`src/rtl/bram_initiator.sv`:
```
// bram_initiator
//   Initiator side of a 32-bit synchronous BRAM port (1-cycle read latency).
//   Accepts a valid/ready command stream, issues each legal command to the
//   memory, and returns exactly one response per command, in command order.
//   Misaligned or out-of-range commands are answered locally with ERROR=1
//   and are never driven onto the memory port.
//
// Ports
//   MCLK, MRESET                 clock (posedge) and async active-high reset
//   CMD_VALID/READY              command handshake
//   CMD_WRITE/ADDR/WDATA/WSTRB   command payload (byte address, byte enables)
//   RSP_VALID/READY              response handshake
//   RSP_RDATA/WRITE/ERROR        response payload from the FIFO head
//   MEN/MADDR/MDIN/MWE           registered memory request
//   MDOUT                        memory read data, valid the cycle after MEN
module bram_initiator #(
  parameter int MEM_DEPTH = 1024 * 1024,
  parameter int RSP_DEPTH = 4,
  localparam int ADDR_WIDTH = $clog2(MEM_DEPTH)
) (
  input  logic                  MCLK,
  input  logic                  MRESET,
  input  logic                  CMD_VALID,
  output logic                  CMD_READY,
  input  logic                  CMD_WRITE,
  input  logic [ADDR_WIDTH-1:0] CMD_ADDR,
  input  logic [31:0]           CMD_WDATA,
  input  logic [3:0]            CMD_WSTRB,
  output logic                  RSP_VALID,
  input  logic                  RSP_READY,
  output logic [31:0]           RSP_RDATA,
  output logic                  RSP_WRITE,
  output logic                  RSP_ERROR,
  output logic                  MEN,
  output logic [ADDR_WIDTH-1:0] MADDR,
  output logic [31:0]           MDIN,
  output logic [3:0]            MWE,
  input  logic [31:0]           MDOUT
);

  localparam int PTR_W = (RSP_DEPTH > 1) ? $clog2(RSP_DEPTH) : 1;
  localparam int CNT_W = $clog2(RSP_DEPTH + 1);

  // issue stage (S1)
  logic                  s1_vld_q, s1_vld_d;
  logic                  s1_write_q, s1_write_d;
  logic                  s1_err_q, s1_err_d;
  logic                  men_q, men_d;
  logic [ADDR_WIDTH-1:0] maddr_q, maddr_d;
  logic [31:0]           mdin_q, mdin_d;
  logic [3:0]            mwe_q, mwe_d;

  // capture stage (S2)
  logic                  s2_vld_q, s2_vld_d;
  logic                  s2_write_q, s2_write_d;
  logic                  s2_err_q, s2_err_d;

  // response FIFO
  logic [31:0]           fifo_rdata_q [RSP_DEPTH];
  logic                  fifo_write_q [RSP_DEPTH];
  logic                  fifo_err_q   [RSP_DEPTH];
  logic [PTR_W-1:0]      wr_ptr_q, wr_ptr_d;
  logic [PTR_W-1:0]      rd_ptr_q, rd_ptr_d;
  logic [CNT_W-1:0]      fifo_count_q, fifo_count_d;

  logic                  accept;
  logic                  cmd_err;
  logic                  push;
  logic                  pop;
  logic [31:0]           cap_rdata;
  logic [7:0]            credits_used;

  // Credits are reserved at accept for every command still in S1/S2 or
  // queued, so the FIFO can never overflow. Only registered state is used:
  // a pop in this cycle frees its slot for the next cycle.
  always_comb begin
    credits_used = 8'(fifo_count_q) + 8'(s1_vld_q) + 8'(s2_vld_q);
    CMD_READY    = !MRESET && (credits_used < 8'(RSP_DEPTH));
  end

  always_comb begin
    accept  = CMD_VALID && CMD_READY;
    cmd_err = (CMD_ADDR[1:0] != 2'b00) ||
              (32'(CMD_ADDR) > 32'(MEM_DEPTH - 4));

    // accept -> S1
    s1_vld_d   = accept;
    s1_write_d = accept ? CMD_WRITE : s1_write_q;
    s1_err_d   = accept ? cmd_err   : s1_err_q;
    men_d      = accept && !cmd_err;
    mwe_d      = (accept && !cmd_err && CMD_WRITE) ? CMD_WSTRB : 4'b0000;
    // Address/data hold when nothing legal is issued, so a rejected
    // address never appears on the memory port.
    maddr_d    = maddr_q;
    mdin_d     = mdin_q;
    if (accept && !cmd_err) begin
      maddr_d = CMD_ADDR;
      mdin_d  = CMD_WDATA;
    end

    // S1 -> S2
    s2_vld_d   = s1_vld_q;
    s2_write_d = s1_write_q;
    s2_err_d   = s1_err_q;

    // S2 -> FIFO
    cap_rdata = (s2_vld_q && !s2_write_q && !s2_err_q) ? MDOUT : 32'h0;
    push      = s2_vld_q;
    pop       = (fifo_count_q != '0) && RSP_READY;

    wr_ptr_d = wr_ptr_q;
    if (push) begin
      wr_ptr_d = (wr_ptr_q == PTR_W'(RSP_DEPTH - 1)) ? '0 : wr_ptr_q + 1'b1;
    end
    rd_ptr_d = rd_ptr_q;
    if (pop) begin
      rd_ptr_d = (rd_ptr_q == PTR_W'(RSP_DEPTH - 1)) ? '0 : rd_ptr_q + 1'b1;
    end
    fifo_count_d = fifo_count_q;
    if (push && !pop) begin
      fifo_count_d = fifo_count_q + 1'b1;
    end else if (!push && pop) begin
      fifo_count_d = fifo_count_q - 1'b1;
    end
  end

  always_ff @(posedge MCLK or posedge MRESET) begin
    if (MRESET) begin
      s1_vld_q     <= 1'b0;
      s1_write_q   <= 1'b0;
      s1_err_q     <= 1'b0;
      men_q        <= 1'b0;
      maddr_q      <= '0;
      mdin_q       <= 32'h0;
      mwe_q        <= 4'b0000;
      s2_vld_q     <= 1'b0;
      s2_write_q   <= 1'b0;
      s2_err_q     <= 1'b0;
      wr_ptr_q     <= '0;
      rd_ptr_q     <= '0;
      fifo_count_q <= '0;
    end else begin
      s1_vld_q     <= s1_vld_d;
      s1_write_q   <= s1_write_d;
      s1_err_q     <= s1_err_d;
      men_q        <= men_d;
      maddr_q      <= maddr_d;
      mdin_q       <= mdin_d;
      mwe_q        <= mwe_d;
      s2_vld_q     <= s2_vld_d;
      s2_write_q   <= s2_write_d;
      s2_err_q     <= s2_err_d;
      wr_ptr_q     <= wr_ptr_d;
      rd_ptr_q     <= rd_ptr_d;
      fifo_count_q <= fifo_count_d;
    end
  end

  // FIFO storage carries no reset; emptiness is tracked by fifo_count_q.
  always_ff @(posedge MCLK) begin
    if (push) begin
      fifo_rdata_q[wr_ptr_q] <= cap_rdata;
      fifo_write_q[wr_ptr_q] <= s2_write_q;
      fifo_err_q[wr_ptr_q]   <= s2_err_q;
    end
  end

  // FIFO head -> response port, forced to 0 when empty
  always_comb begin
    RSP_VALID = (fifo_count_q != '0);
    RSP_RDATA = RSP_VALID ? fifo_rdata_q[rd_ptr_q] : 32'h0;
    RSP_WRITE = RSP_VALID ? fifo_write_q[rd_ptr_q] : 1'b0;
    RSP_ERROR = RSP_VALID ? fifo_err_q[rd_ptr_q]   : 1'b0;
  end

  assign MEN   = men_q;
  assign MADDR = maddr_q;
  assign MDIN  = mdin_q;
  assign MWE   = mwe_q;

endmodule

```
`config.mk`:
```
export PLATFORM = sky130hd
export DESIGN_NAME = bram_initiator
export DESIGN_NICKNAME = d
export VERILOG_FILES = /design/src/rtl/bram_initiator.sv
export SDC_FILE = /design/constraint.sdc
export NUM_CORES = 1
export LEC_CHECK = 0
export BUFFER_PORTS_ARGS = -buffer_cell sky130_fd_sc_hd__buf_2
export CAP_MARGIN = 20
export CELL_PAD_IN_SITES_DETAIL_PLACEMENT = 2
export CELL_PAD_IN_SITES_GLOBAL_PLACEMENT = 2
export CORE_UTILIZATION = 39
export DETAILED_ROUTE_END_ITERATION = 10
export HOLD_SLACK_MARGIN = 0.03
export PLACE_DENSITY = 0.79
export SYNTH_ARGS = -nofsm -noshare
export SYNTH_HDL_FRONTEND = slang
export SYNTH_SLANG_ARGS = --single-unit
```
`constraint.sdc`:
```
create_clock -name MCLK -period 2.59 [get_ports MCLK]
set_input_delay 0.518 -clock MCLK [delete_from_list [all_inputs] [get_ports MCLK]]
set_output_delay 0.518 -clock MCLK [all_outputs]
set_load 0.005 [all_outputs]
```
==> results of run 1 <==
[per-layer routing]
metal	GRT usage, %	up-vias	wire [µm]
met3	5.28	26	1420
li1	-	2003	-
met4	4.54	0	308
met5	0	-	0
met2	35.0	185	10500
met1	24.1	2334	8340
[state kept, by name, indices dropped and copies added, names as in the netlist, 2 cells and up]
name / count
fifo_write_q: 4
MWE: 4
MADDR: 20
wr_ptr_q: 2
fifo_count_q: 3
fifo_rdata_q: 128
fifo_err_q: 4
MDIN: 32
rd_ptr_q: 2
[cells by family (layout without fill, tap and decap cells)]
kind of cell,count (synthesis),in the layout
AND/OR/NAND/NOR,87,87
adder cells (fa/ha/maj),8,8
flip-flops,206,206
multiplexers,87,87
XOR/XNOR,3,3
buffers and inverters,25,254
AO/OA/AOI/OAI,6,6
[Yosys cell counts]
master      n  share of area, %
edfxtp_1  136                49
and2_1     73               5.5
dfrtp_1    70                21
mux2_4     40               7.3
mux4_2     34               9.3
clkbuf_1   10              0.45
mux2_2      8               1.1
ha_1        7               1.1
mux2_1      5              0.68
and3_1      4              0.30
buf_12      4              0.97
inv_1       4              0.18
buf_4       3              0.27
nand2_1     3              0.14
nor2_1      3              0.14
a21o_1      2              0.18
buf_2       2              0.12
o21ai_0     2              0.12
xor2_1      2              0.21
a211oi_4    1              0.24
buf_8       1              0.18
clkinv_4    1              0.11
fa_1        1              0.24
nand3_4     1              0.21
nor3_1      1             0.061
nor3b_1     1             0.091
o21a_1      1             0.091
or3_1       1             0.076
xnor2_1     1              0.11
[stage by stage]
stage                     worst slack [ps]  cells  area (µm²)
after floorplan                        304    422        8260
after global placement                 300    875        9590
after detailed placement               170    875        9590
after CTS                             5.80    921       10400
after global routing                 -34.0    921       10500
final                                 53.0    921       10500
[worst max-delay path by stage]
stage	start	to	slack, ps	cells past startpoint
after global placement	push	MDIN[16]	300	7
after floorplan	MRESET	MADDR[0]	300	1
after CTS	rd_ptr_q[0]	RSP_RDATA[6]	6	4
after detailed placement	push	MDIN[26]	170	7
after global routing	rd_ptr_q[0]	RSP_ERROR	-30	4
final	rd_ptr_q[0]	RSP_ERROR	50	4
[final cells by class]
class | instances | area, µm² | share of cell area [%]
clock buffers | 36 | 739 | 7.05
multi-input cells | 191 | 2270 | 21.7
inverters | 5 | 23.8 | 0.227
clock inverters | 8 | 101 | 0.966
repair buffers | 205 | 1180 | 11.2
flip-flops and latches | 206 | 5840 | 55.6
well taps | 270 | 338 | 3.22
[worst max-delay path: cells and delay by family (launching register included)]
family | cells | cell delay [ps]
muxes | 1 | 530
and+or+nand+nor | 1 | 180
buffers and inverters | 2 | 330
DFF | 1 | 460
[power by group through the flow]
stage                     sequential, mW  combinational [mW]  clock (mW)
after floorplan                     4.54                1.89           0
after global placement              4.64                3.10           0
after detailed placement            4.68                3.25           0
after CTS                           4.65                3.31        3.62
after global routing                4.72                3.66        3.72
final                               4.64                3.35        3.53
[repair_timing]
action / 4_1_cts / 5_1_grt
resized for setup: 2 / 14
setup endpoints to repair: 24 / 15
pin swaps: 0 / 1
endpoints found under the hold margin: 0 / 0
buffers inserted: 2 / 0
==> metrics.cfg, run 1 <==
[worst_setup_path]
crit_required_ps=2070
cp_cell_sequence=buf_12 > mux4_2 > and2_4 > buf_2
slowest_stage=mux4_2
reg2reg_depth=7
end_kind=primary output
cp-start-kind=flop
regToRegStartpoint=push
worst-r2r-setup-slack_ps=260
cpPeakStageDelay_ps=530
worst_r2r_endpoint=MADDR[15]
crit_type=reg -> out
path_max_fanout=15
cp.arrival_ps=2020

[die]
die_h_um=148
core_um2=20500
die_area_um2=21800
io_pins=186
start_util_pct=40.3
row_count=52
dieWidth_um=148

[global_routing]
grt_pass1_vias=5404
grt_start_max_net_pins=52
antenna_found_initial=0
grtUsageTotal_pct=19.8
grt_pass1_wl_mm=32.5
gr-total-overflow=0

[power]
power.internal_mw=8.33
pwr-share-seq_pct=40.3
ir_worst_vdd_v=0.000506
pwr-share-clk_pct=30.7
power.total_mw=11.5
p_comb_share_pct=29.1
netSwitchingFraction_pct=27.7
power.leakage_nw=4.45
p_per_area_nw_per_um2=1100
switchingPower_mw=3.19

[placement]
routabilityCongestion=0.761
io_buffers=185
dpl.hpwl_mm=13.7

[synth]
synth_xor_area_share_pct=0.318
post_synth_and_or_nand_nor_area_fraction_pct=6.54
synth_compound_area_share_pct=0.636
netlist_instances=422
ys_seq_area_share_pct=70.6
syn_area_um2=8260
ys_types=29
synthAdderAreaFrac_pct=1.30
ys.warnings.count=0
syn-num-nets=523
synth-seq-cells=206
synth.avg_cell_area_um2=19.6
muxShareOfSynthArea_pct=18.3
synth_top_family_by_area=multiplexers

[clocking]
clk_latency_ps=510
cts_hold_buf=0
cts_tree=done
clkTransAtPathRegs_ps=60
htreeDepth=1
clkSinkCount=206
cts.root.buffer_cell=clkbuf_16
cts_inserted_buffers=24
cts.path.max_buffers=3

[timing]
fin_skew_ps=10.4
fmax_mhz=394
hold_slack_ps=54.3
post-route-period-util_pct=98.0
fin_crit_ps=2540
tns_ps=0
slew_viol_final=0
slew_headroom_pct=61.7
hold_viol=0
setup-violations-final=0
worst_pin_slew_ps=575
rsz0062_at_grt=true

[layout]
final_cell_mix=buf_2, edfxtp_1, dfrtp_1, and2_1, mux2_4
area_growth_pct=27.0
diodes=0
mostFrequentLayoutCell=buf_2
drive_above_1_share_pct=53.3
layout.nets=734
fillers=1851
final_util_pct=51.2

[run]
maxCapViolCount=0

[drt]
drtAntennaViolNets=0
drc=0
dr.pass1.iters=4
vias=4548
routed_wl_mm=20.6
drtIter0Drc=137
wl_per_cell_um=22.3
vias_per_cell=4.94

[worst_hold_path]
hold_path_class=in -> async

[outcome]
status=finished clean

No activity file was read; power rests on OpenSTA's default activity.
==> inputs of run 2 (changes only) <==
--- a/config.mk
+++ b/config.mk
@@ -10,6 +10,7 @@
 export CELL_PAD_IN_SITES_DETAIL_PLACEMENT = 2
 export CELL_PAD_IN_SITES_GLOBAL_PLACEMENT = 2
 export CORE_UTILIZATION = 39
+export CTS_BUF_LIST = sky130_fd_sc_hd__clkbuf_4 sky130_fd_sc_hd__clkbuf_8 sky130_fd_sc_hd__clkbuf_16
 export DETAILED_ROUTE_END_ITERATION = 10
 export HOLD_SLACK_MARGIN = 0.03
 export PLACE_DENSITY = 0.79
==> constraint.sdc (replaced) <==
create_clock -name MCLK -period 2.7 [get_ports MCLK]
set_input_delay 0.54 -clock MCLK [delete_from_list [all_inputs] [get_ports MCLK]]
set_output_delay 0.54 -clock MCLK [all_outputs]
set_load 0.005 [all_outputs]
==> run 2 against run 1 <==
Compared with the run above:
- final cell count decreased by 0.33%
- die area unchanged
- register-to-register slack improved by 70 ps
- largest cell class unchanged
==> metrics.cfg, run 2 (synthesis gave the netlist of run 1 again) <==
[worst_setup_path]
slowest_stage=mux4_2
cp-start-kind=flop
path_max_fanout=18  ; +3
cp_cell_sequence=buf_12 > mux4_2 > and2_1 > buf_2
crit_required_ps=2160  ; +90 ps
cpPeakStageDelay_ps=530  ; about the same
cp.arrival_ps=2070  ; +50 ps
crit_type=reg -> out
end_kind=primary output

[drt]
routed_wl_mm=19.7  ; -4.3%
drc=0  ; unchanged
wl_per_cell_um=21.4  ; -4.0%
vias=4490  ; -1.3%
dr.pass1.iters=4  ; unchanged
vias_per_cell=4.89  ; -0.95%
drtAntennaViolNets=0  ; unchanged
drtIter0Drc=105  ; -23%

[timing]
fin_skew_ps=13.6  ; +3.21 ps
tns_ps=0  ; unchanged
slew_headroom_pct=63.0  ; +1.3 points
fmax_mhz=384
hold_viol=0  ; unchanged
worst_pin_slew_ps=556  ; -19.6 ps
rsz0062_at_grt=false
post-route-period-util_pct=96.5
slew_viol_final=0  ; unchanged
fin_crit_ps=2610
hold_slack_ps=101  ; +46.4 ps
setup-violations-final=0  ; unchanged

[global_routing]
gr-total-overflow=0  ; unchanged
grt_pass1_vias=5342  ; -1.1%
antenna_found_initial=1  ; +1
grt_pass1_wl_mm=31.2  ; -3.8%
grtUsageTotal_pct=18.9  ; -0.83 points
grt_start_max_net_pins=50  ; -3.8%

[power]
pwr-share-seq_pct=42.0  ; +1.7 points
ir_worst_vdd_v=0.000474  ; -6.3%
netSwitchingFraction_pct=28.1  ; +0.40 points
power.internal_mw=7.54  ; -9.4%
switchingPower_mw=2.94  ; -7.6%
power.leakage_nw=4.35  ; -2.2%
p_comb_share_pct=28.9  ; -0.2 points
power.total_mw=10.5  ; -8.9%
pwr-share-clk_pct=29.0  ; -1.7 points
p_per_area_nw_per_um2=1020  ; -7.2%

[clocking]
cts.root.buffer_cell=clkbuf_16
cts_hold_buf=0  ; unchanged
clk_latency_ps=500  ; about the same
htreeDepth=1  ; unchanged
cts_resized=0  ; -2
post-cts-setup-buffers=0  ; -2
clkTransAtPathRegs_ps=60  ; about the same
cts_inserted_buffers=24  ; unchanged
cts_tree=done
clkSinkCount=206  ; unchanged
cts.path.max_buffers=3  ; unchanged

[placement]
io_buffers=185  ; unchanged
dpl.hpwl_mm=13.1  ; -4.8%
placed_cells=872  ; -0.34%
place_area_um2=9550  ; -0.37%
routabilityCongestion=0.769  ; +1.1%

[die]
io_pins=186  ; unchanged
core_um2=20500  ; unchanged
row_count=52  ; unchanged
die_area_um2=21800  ; unchanged
dieWidth_um=148  ; unchanged
die_h_um=148  ; unchanged
start_util_pct=40.3  ; unchanged

[layout]
area_growth_pct=24.6
fin_area_um2=10300  ; -1.8%
mostFrequentLayoutCell=buf_2
largest_reg_flops=128  ; unchanged
final_cell_mix=buf_2, edfxtp_1, and2_1, dfrtp_1, mux2_4
layout.nets=729  ; -0.68%
largest_register=fifo_rdata_q
drive_above_1_share_pct=50.8  ; -2.5 points
fin_cells=918  ; -0.33%

[outcome]
status=finished clean

[run]
maxCapViolCount=0  ; unchanged

[worst_hold_path]
hold_path_class=in -> async

run 2: per-layer routing:
layer / track usage, % / vias to the layer above / share of wire (%)
met1: 23.4 / 2276 / 41
met2: 32.9 / 191 / 49
met3: 5.25 / 27 / 7.5
met4: 4.54 / 0 / 1.8
li1: - / 1996 / -
met5: 0 / - / 0
run 2: area by class of cell:
type | count | area [µm²]
multi-input cells | 191 | 2250
clock inverters | 16 | 97.6
fillers | 1887 | 10200
repair buffers | 200 | 1100
diodes | 2 | 5.00
inverters | 5 | 23.8
flip-flops and latches | 206 | 5840
clock buffers | 28 | 648
well taps | 270 | 338
run 2: final timing paths:
check / from / endpoint / slack [ps] / cells past startpoint
setup / recovery: rd_ptr_q[0] / RSP_RDATA[3] / 90 / 4
hold / removal: MRESET / fifo_count_q[2] / 100 / 2
setup reg to reg: push / MADDR[15] / 330 / 7
hold reg to reg: s1_vld_q / push / 380 / 0
max in group asynchronous: MRESET / MDIN[28] / 1960 / 3
min in group MCLK: CMD_WDATA[24] / MDIN[24] / 260 / 2
run 2: worst max-delay path: cells and delay by family (launching register included):
kind	cells	cell delay, ps
mux	1	530
flops	1	470
buf+inv	2	350
simple gates	1	190
run 2: power groups by stage:
stage	sequential, mW	clock [mW]	combinational (mW)
6_report	4.41	3.04	3.03
3_5_place_dp	4.45	0	3.11
2_1_floorplan	4.36	0	1.81
3_3_place_gp	4.41	0	2.98
5_1_grt	4.48	3.25	3.34
4_1_cts	4.42	3.14	3.12
run 2: stage by stage:
step	util, %	setup slack [ps]
3_5_place_dp	46.6	323
3_3_place_gp	46.6	408
4_1_cts	50.2	62.2
6_report	50.3	94.9
2_1_floorplan	-	392
5_1_grt	50.2	1.95
